$ cat src/rtl/counter_driver_if.sv
// Handshake bundle between counter_driver and its environment.
// master = driver side; slave = controller/counter side. err needs COUNTER_DRIVER_WDOG_EN.
interface counter_driver_if #(
  parameter int CW = 16
);
  logic          go;
  logic          stall;
  logic          cnt_start;
  logic          cnt_ena;
  logic          cnt_done;
  logic [CW-1:0] outer_cnt;
  logic          busy;
  logic          done;
`ifdef COUNTER_DRIVER_WDOG_EN
  logic          err;

  modport master (
    input  go, stall, cnt_done,
    output cnt_start, cnt_ena, outer_cnt,
    output busy, done, err
  );

  modport slave (
    output go, stall, cnt_done,
    input  cnt_start, cnt_ena, outer_cnt,
    input  busy, done, err
  );
`else
  modport master (
    input  go, stall, cnt_done,
    output cnt_start, cnt_ena, outer_cnt,
    output busy, done
  );

  modport slave (
    output go, stall, cnt_done,
    input  cnt_start, cnt_ena, outer_cnt,
    input  busy, done
  );
`endif
endinterface

$ cat src/rtl/counter_driver.sv
// Counter initiator: runs OUTER_MAX start/ena/done sweeps per go, GAP idle cycles apart.
// Ports: clk, rst (async active-low), bus (go/stall/cnt_* /outer_cnt/busy/done[/err]); watchdog via COUNTER_DRIVER_WDOG_EN.
module counter_driver #(
  parameter int CW        = 16,
  parameter int OUTER_MAX = 4,
  parameter int GAP       = 2,
  parameter int TIMEOUT   = 64
) (
  input  logic              clk,
  input  logic              rst,
  counter_driver_if.master  bus
);

  typedef enum logic [2:0] {
    S_IDLE,
    S_START,
    S_RUN,
    S_GAP,
    S_FIN
  } state_t;

  localparam logic [CW-1:0] LAST = CW'(OUTER_MAX - 1);
  localparam logic [CW-1:0] GAPV = CW'(GAP);
  localparam logic [CW-1:0] ONE  = CW'(1);

  if (OUTER_MAX < 1 || TIMEOUT < 1) begin : g_bad_cfg
    $error("counter_driver: OUTER_MAX and TIMEOUT must be >= 1");
  end

  state_t        r_state;
  logic          r_start;
  logic          r_busy;
  logic          r_done;
  logic [CW-1:0] r_outer;
  logic [CW-1:0] r_gap;
  logic          w_ena;

`ifdef COUNTER_DRIVER_WDOG_EN
  localparam logic [CW-1:0] WD_LAST = CW'(TIMEOUT - 1);
  logic [CW-1:0] r_wd;
  logic          r_err;
  assign bus.err = r_err;
`endif

  // Enable is the only combinational output so stall acts in the same cycle.
  assign w_ena         = (r_state == S_RUN) & ~bus.stall;
  assign bus.cnt_ena   = w_ena;
  assign bus.cnt_start = r_start;
  assign bus.outer_cnt = r_outer;
  assign bus.busy      = r_busy;
  assign bus.done      = r_done;

  always_ff @(posedge clk or negedge rst) begin
    if (!rst) begin
      r_state <= S_IDLE;
      r_start <= 1'b0;
      r_busy  <= 1'b0;
      r_done  <= 1'b0;
      r_outer <= '0;
      r_gap   <= '0;
`ifdef COUNTER_DRIVER_WDOG_EN
      r_wd    <= '0;
      r_err   <= 1'b0;
`endif
    end else begin
      r_start <= 1'b0;
      r_done  <= 1'b0;
      unique case (r_state)
        S_IDLE: begin
          if (bus.go) begin
            r_state <= S_START;
            r_start <= 1'b1;
            r_busy  <= 1'b1;
          end
        end
        S_START: begin
          r_state <= S_RUN;
`ifdef COUNTER_DRIVER_WDOG_EN
          r_wd    <= '0;
`endif
        end
        S_RUN: begin
          // cnt_done wins over stall and over the watchdog.
          if (bus.cnt_done) begin
`ifdef COUNTER_DRIVER_WDOG_EN
            r_wd <= '0;
`endif
            if (r_outer == LAST) begin
              r_state <= S_FIN;
            end else begin
              r_outer <= r_outer + ONE;
              if (GAP > 0) begin
                r_state <= S_GAP;
                r_gap   <= GAPV;
              end else begin
                r_state <= S_START;
                r_start <= 1'b1;
              end
            end
          end
`ifdef COUNTER_DRIVER_WDOG_EN
          else if (w_ena) begin
            if (r_wd == WD_LAST) begin
              r_err   <= 1'b1;
              r_state <= S_FIN;
            end else begin
              r_wd <= r_wd + ONE;
            end
          end
`endif
        end
        S_GAP: begin
          // Loaded with GAP, so this state lasts exactly GAP cycles.
          if (r_gap <= ONE) begin
            r_state <= S_START;
            r_start <= 1'b1;
          end else begin
            r_gap <= r_gap - ONE;
          end
        end
        S_FIN: begin
          r_state <= S_IDLE;
          r_done  <= 1'b1;
          r_busy  <= 1'b0;
          r_outer <= '0;
        end
        default: r_state <= S_IDLE;
      endcase
    end
  end

endmodule

$ cat src/flat_wrapper.sv
// flat-port wrapper written by rule: the top's interface ports become plain ports
module counter_driver_flat 
#(
  parameter int CW        = 16,
  parameter int OUTER_MAX = 4,
  parameter int GAP       = 2,
  parameter int TIMEOUT   = 64
)
  (clk, rst, bus_go, bus_stall, bus_cnt_done, bus_cnt_start, bus_cnt_ena, bus_outer_cnt, bus_busy, bus_done);
  counter_driver_if #(.CW(CW)) bus_i ();
  input  logic clk;
  input  logic rst;
  input wire logic [$bits(bus_i.go)-1:0] bus_go;
  input wire logic [$bits(bus_i.stall)-1:0] bus_stall;
  input wire logic [$bits(bus_i.cnt_done)-1:0] bus_cnt_done;
  output wire logic [$bits(bus_i.cnt_start)-1:0] bus_cnt_start;
  output wire logic [$bits(bus_i.cnt_ena)-1:0] bus_cnt_ena;
  output wire logic [$bits(bus_i.outer_cnt)-1:0] bus_outer_cnt;
  output wire logic [$bits(bus_i.busy)-1:0] bus_busy;
  output wire logic [$bits(bus_i.done)-1:0] bus_done;
  assign bus_i.go = bus_go;
  assign bus_i.stall = bus_stall;
  assign bus_i.cnt_done = bus_cnt_done;
  assign bus_cnt_start = bus_i.cnt_start;
  assign bus_cnt_ena = bus_i.cnt_ena;
  assign bus_outer_cnt = bus_i.outer_cnt;
  assign bus_busy = bus_i.busy;
  assign bus_done = bus_i.done;
  counter_driver #(.CW(CW), .OUTER_MAX(OUTER_MAX), .GAP(GAP), .TIMEOUT(TIMEOUT)) u_core (.clk(clk), .rst(rst), .bus(bus_i));
endmodule
$ cat config.mk
export PLATFORM = sky130hd
export DESIGN_NAME = counter_driver_flat
export DESIGN_NICKNAME = d
export VERILOG_FILES = /design/src/rtl/counter_driver_if.sv /design/src/rtl/counter_driver.sv /design/src/flat_wrapper.sv
export SDC_FILE = /design/constraint.sdc
export NUM_CORES = 1
export LEC_CHECK = 0
export ABC_AREA = 1
export ABC_CLOCK_PERIOD_IN_PS = 1920
export CORE_MARGIN = 2
export CORE_UTILIZATION = 57
export DETAILED_ROUTE_END_ITERATION = 8
export GPL_TIMING_DRIVEN = 0
export MAX_ROUTING_LAYER = met4
export PLACE_DENSITY = 0.8
export SLEW_MARGIN = 20
export SYNTH_ARGS = -nofsm -noshare
export SYNTH_HDL_FRONTEND = slang
export SYNTH_SLANG_ARGS = --single-unit
$ cat constraint.sdc
create_clock -name clk -period 1.92 [get_ports clk]
set_clock_uncertainty 0.05 [all_clocks]
set_input_delay 0.192 -clock clk [delete_from_list [all_inputs] [get_ports clk]]
set_output_delay 0.192 -clock clk [all_outputs]
set_load 0.005 [all_outputs]
==> results.toml <==
[run_status]
status = "finished clean"

[floorplanning]
start_util = 0.5882
io_pins = 25
dieArea_mm2 = 0.005045
fp.dieW_um = 71.03
die_y_um = 71.03
placeableCoreArea_mm2 = 0.004354
row_count = 24

[sta]
fin_tns_setup_ns = 0
worstMarginPinSlew_ns = 0.5294
post-route-period-util = 0.9499
maxSlewHeadroom = 0.6458
finalMaxSlewViolations = 0
setup_viol = 0
setup_ws_ns = 0.09622
fmaxAchievable_mhz = 548.3
finalCriticalPeriod_ns = 1.824
hold_viol = 0

[global_routing]
grt-ovfl-total = 0
grt_pass1_wl_um = 10320
track_usage = 0.2651
grt_max_degree = 33
antenna_found_initial = 0
grt_pass1_vias = 2244

[pwr]
swShare = 0.4930
clock_power_share = 0.124
seqPwrFrac = 0.287
ir_worst_vdd_mv = 0.9840
cellLeakagePower_uw = 0.001527
intPower_uw = 2400
switching_power_uw = 2334
cellPowerDensity_mw_per_mm2 = 1533
combPwrFrac = 0.589

[setup_path]
slowest_delay_ns = 0.51
slowest_stage = "clkdlybuf4s50_1"
cp-start-kind = "flip-flop"
startpoint = "u_core.r_state[0]"
crit_type = "flip-flop to output pin"
reg2reg_setup_slack_ns = 0.14
cp_data_required_time_ns = 1.68
r2r_start = "u_core.bus.outer_cnt[0]"
arrival_ns = 1.58
critPathCaptureType = "output pin"
path_cells = "nor3_4 > inv_1 > nor2_1 > clkdlybuf4s50_1"
crit_path_max_fanout = 4

[clocking]
cts_num_sinks = 38
path_clk_slew_ns = 0.08
cts_buffers = 5
cts_buffer_depth = 2
clkLatencyLatePin_ns = 0.29
cts_tree = "built"
clockRootBuffer = "clkbuf_8"
cts_max_level = 2

[drt]
drt_iter0_drc = 183
viasPerCell = 5.254
wl_um = 6326
drc = 0
wl_per_cell_um = 13.26
final_antenna_net_count = 0
num_vias = 2506
firstDrtPassIters = 4

[logic_synthesis]
syn_area_per_cell_um2 = 6.652
netlist_area_mm2 = 0.002561
synthesis.nets = 393
synth_cell_types = 29
synthCells = 385
synth_seq_cells = 38
ys_seq_area_frac = 0.3713
ys_warn_count = 0

[finish]
fin_nets = 432
diodes = 0
area_growth_pct = 20.52
final_util = 0.7089
multi_input_area_mm2 = 0.001455
seqCellArea_um2 = 954.7
drive_above_1_share = 0.1459
fillerInstances = 361

[placed_design]
io_buffers = 24
gp_congestion = 0.9302
place_ws_ns = -0.1487
hpwl_um = 4371

[hold_path]
hp-class = "input pin to async pin"

[run]
cap_violations = 0
## cells in the final DEF, fill, tap and decap left out, types with 2 or more instances in the layout
cell type and count:
a21oi_1 2, buf_4 8, buf_6 3, clkbuf_1 3, clkbuf_8 6, clkdlybuf4s50_1 23
dfrtp_1 35, dfrtp_2 3, ha_4 2, inv_1 31, inv_2 10, nand2_1 147
nand2_2 3, nand3_1 27, nand3_4 2, nand4_1 6, nor2_1 67, nor2_2 2
nor3_1 2, nor3_4 2, o21ai_0 3, o21ai_2 14, xnor2_1 4, xor2_1 6
## synthesized netlist by cell type
library cell	count	area share
nand2_1	148	0.22
nor2_1	69	0.10
dfrtp_1	38	0.37
inv_1	32	0.047
nand3_1	28	0.055
o21ai_2	14	0.048
inv_2	9	0.013
nand4_1	6	0.015
xor2_1	6	0.021
xnor2_1	4	0.014
buf_6	3	0.013
ha_1	3	0.015
o21ai_0	3	0.0059
a21oi_1	2	0.0039
clkbuf_1	2	0.0029
nand2_2	2	0.0049
nand3_2	2	0.0078
nor3_1	2	0.0039
nor3_4	2	0.013
a21o_1	1	0.0029
buf_2	1	0.0020
buf_4	1	0.0029
nand3b_1	1	0.0029
nor2_4	1	0.0044
nor3_2	1	0.0039
o21ai_1	1	0.0020
o21bai_1	1	0.0029
o31ai_1	1	0.0029
or2_2	1	0.0024
## power by group through the flow
stage | clock network (uW) | registers (uW) | logic, uW
after global routing | 619 | 1400 | 3150
after global placement | 0 | 1350 | 2510
after CTS | 593 | 1350 | 2580
after detailed placement | 0 | 1360 | 2560
after floorplan | 0 | 1290 | 1990
final | 586 | 1360 | 2790
## metal layers
layer | vias to the layer above | track usage | routed length [um]
li1 | 1270 | - | -
met2 | 81 | 0.3988 | 2976
met3 | 9 | 0.04843 | 435
met1 | 1146 | 0.3711 | 2828
met4 | 0 | 0.07128 | 85
met5 | - | - | 0
## critical path: cells and delay by family (launching register included)
kind,cells,cell delay (ns)
simple gates,2,0.29
flops,1,0.45
buf+inv,2,0.56
## per-stage QoR
| stage | hold slack (ns) | std cells | power (uW) | instance area, um2 |
|---|---|---|---|---|
| global placement | 0.4062 | 461 | 3857 | 2867 |
| floorplan | -0.1536 | 385 | 3279 | 2561 |
| finish | 0.2655 | 477 | 4733 | 3087 |
| global route | 0.2754 | 477 | 5168 | 3087 |
| CTS | 0.2319 | 471 | 4520 | 2992 |
| detailed placement | 0.007003 | 462 | 3915 | 2882 |
## cell families after synthesis
group / Yosys count / share of synthesized area
AOI/OAI and AO/OA: 23 / 0.06839
xor gates and xnor gates: 10 / 0.03419
adders and majority gates: 3 / 0.01466
buffers and inverters: 48 / 0.08109
DFF: 38 / 0.3713
and+or+nand+nor: 263 / 0.4304
## path summary, 6_finish.rpt
kind / endpoint / cells after the start
max: bus_cnt_ena / 4
min: u_core.bus.outer_cnt[15] / 2
max reg2reg: u_core.r_gap[12] / 11
min reg2reg: u_core.bus.busy / 2
max in group asynchronous: u_core.r_state[0] / 3
min in group clk: u_core.bus.busy / 2
## timing repair
action                                 4_1_cts  5_1_grt
gates cloned                                 0        0
hold buffers                                 1        0
pin swaps                                    1        1
resized for setup                            3       11
buffers inserted                             1        6
endpoints found under the hold margin       38        0
setup endpoints to repair                   30       33
## registers in the layout, indices dropped and copies added, names as in the netlist
register and flops:
u_core.r_gap 16, u_core.bus.cnt_start 1, u_core.bus.done 1, u_core.bus.outer_cnt 16, u_core.r_state 3, u_core.bus.busy 1
## layout make-up
cell class	instances	area share
Inverter	41	0.04986
Multi-Input combinational cell	299	0.4714
Sequential cell	38	0.3093
Tap cell	52	0.02108
Clock buffer	7	0.02797
Buffer	6	0.01581
Clock inverter	1	0.001621
Timing Repair Buffer	33	0.1030
Note: power is estimated with default switching activity, not from simulation.
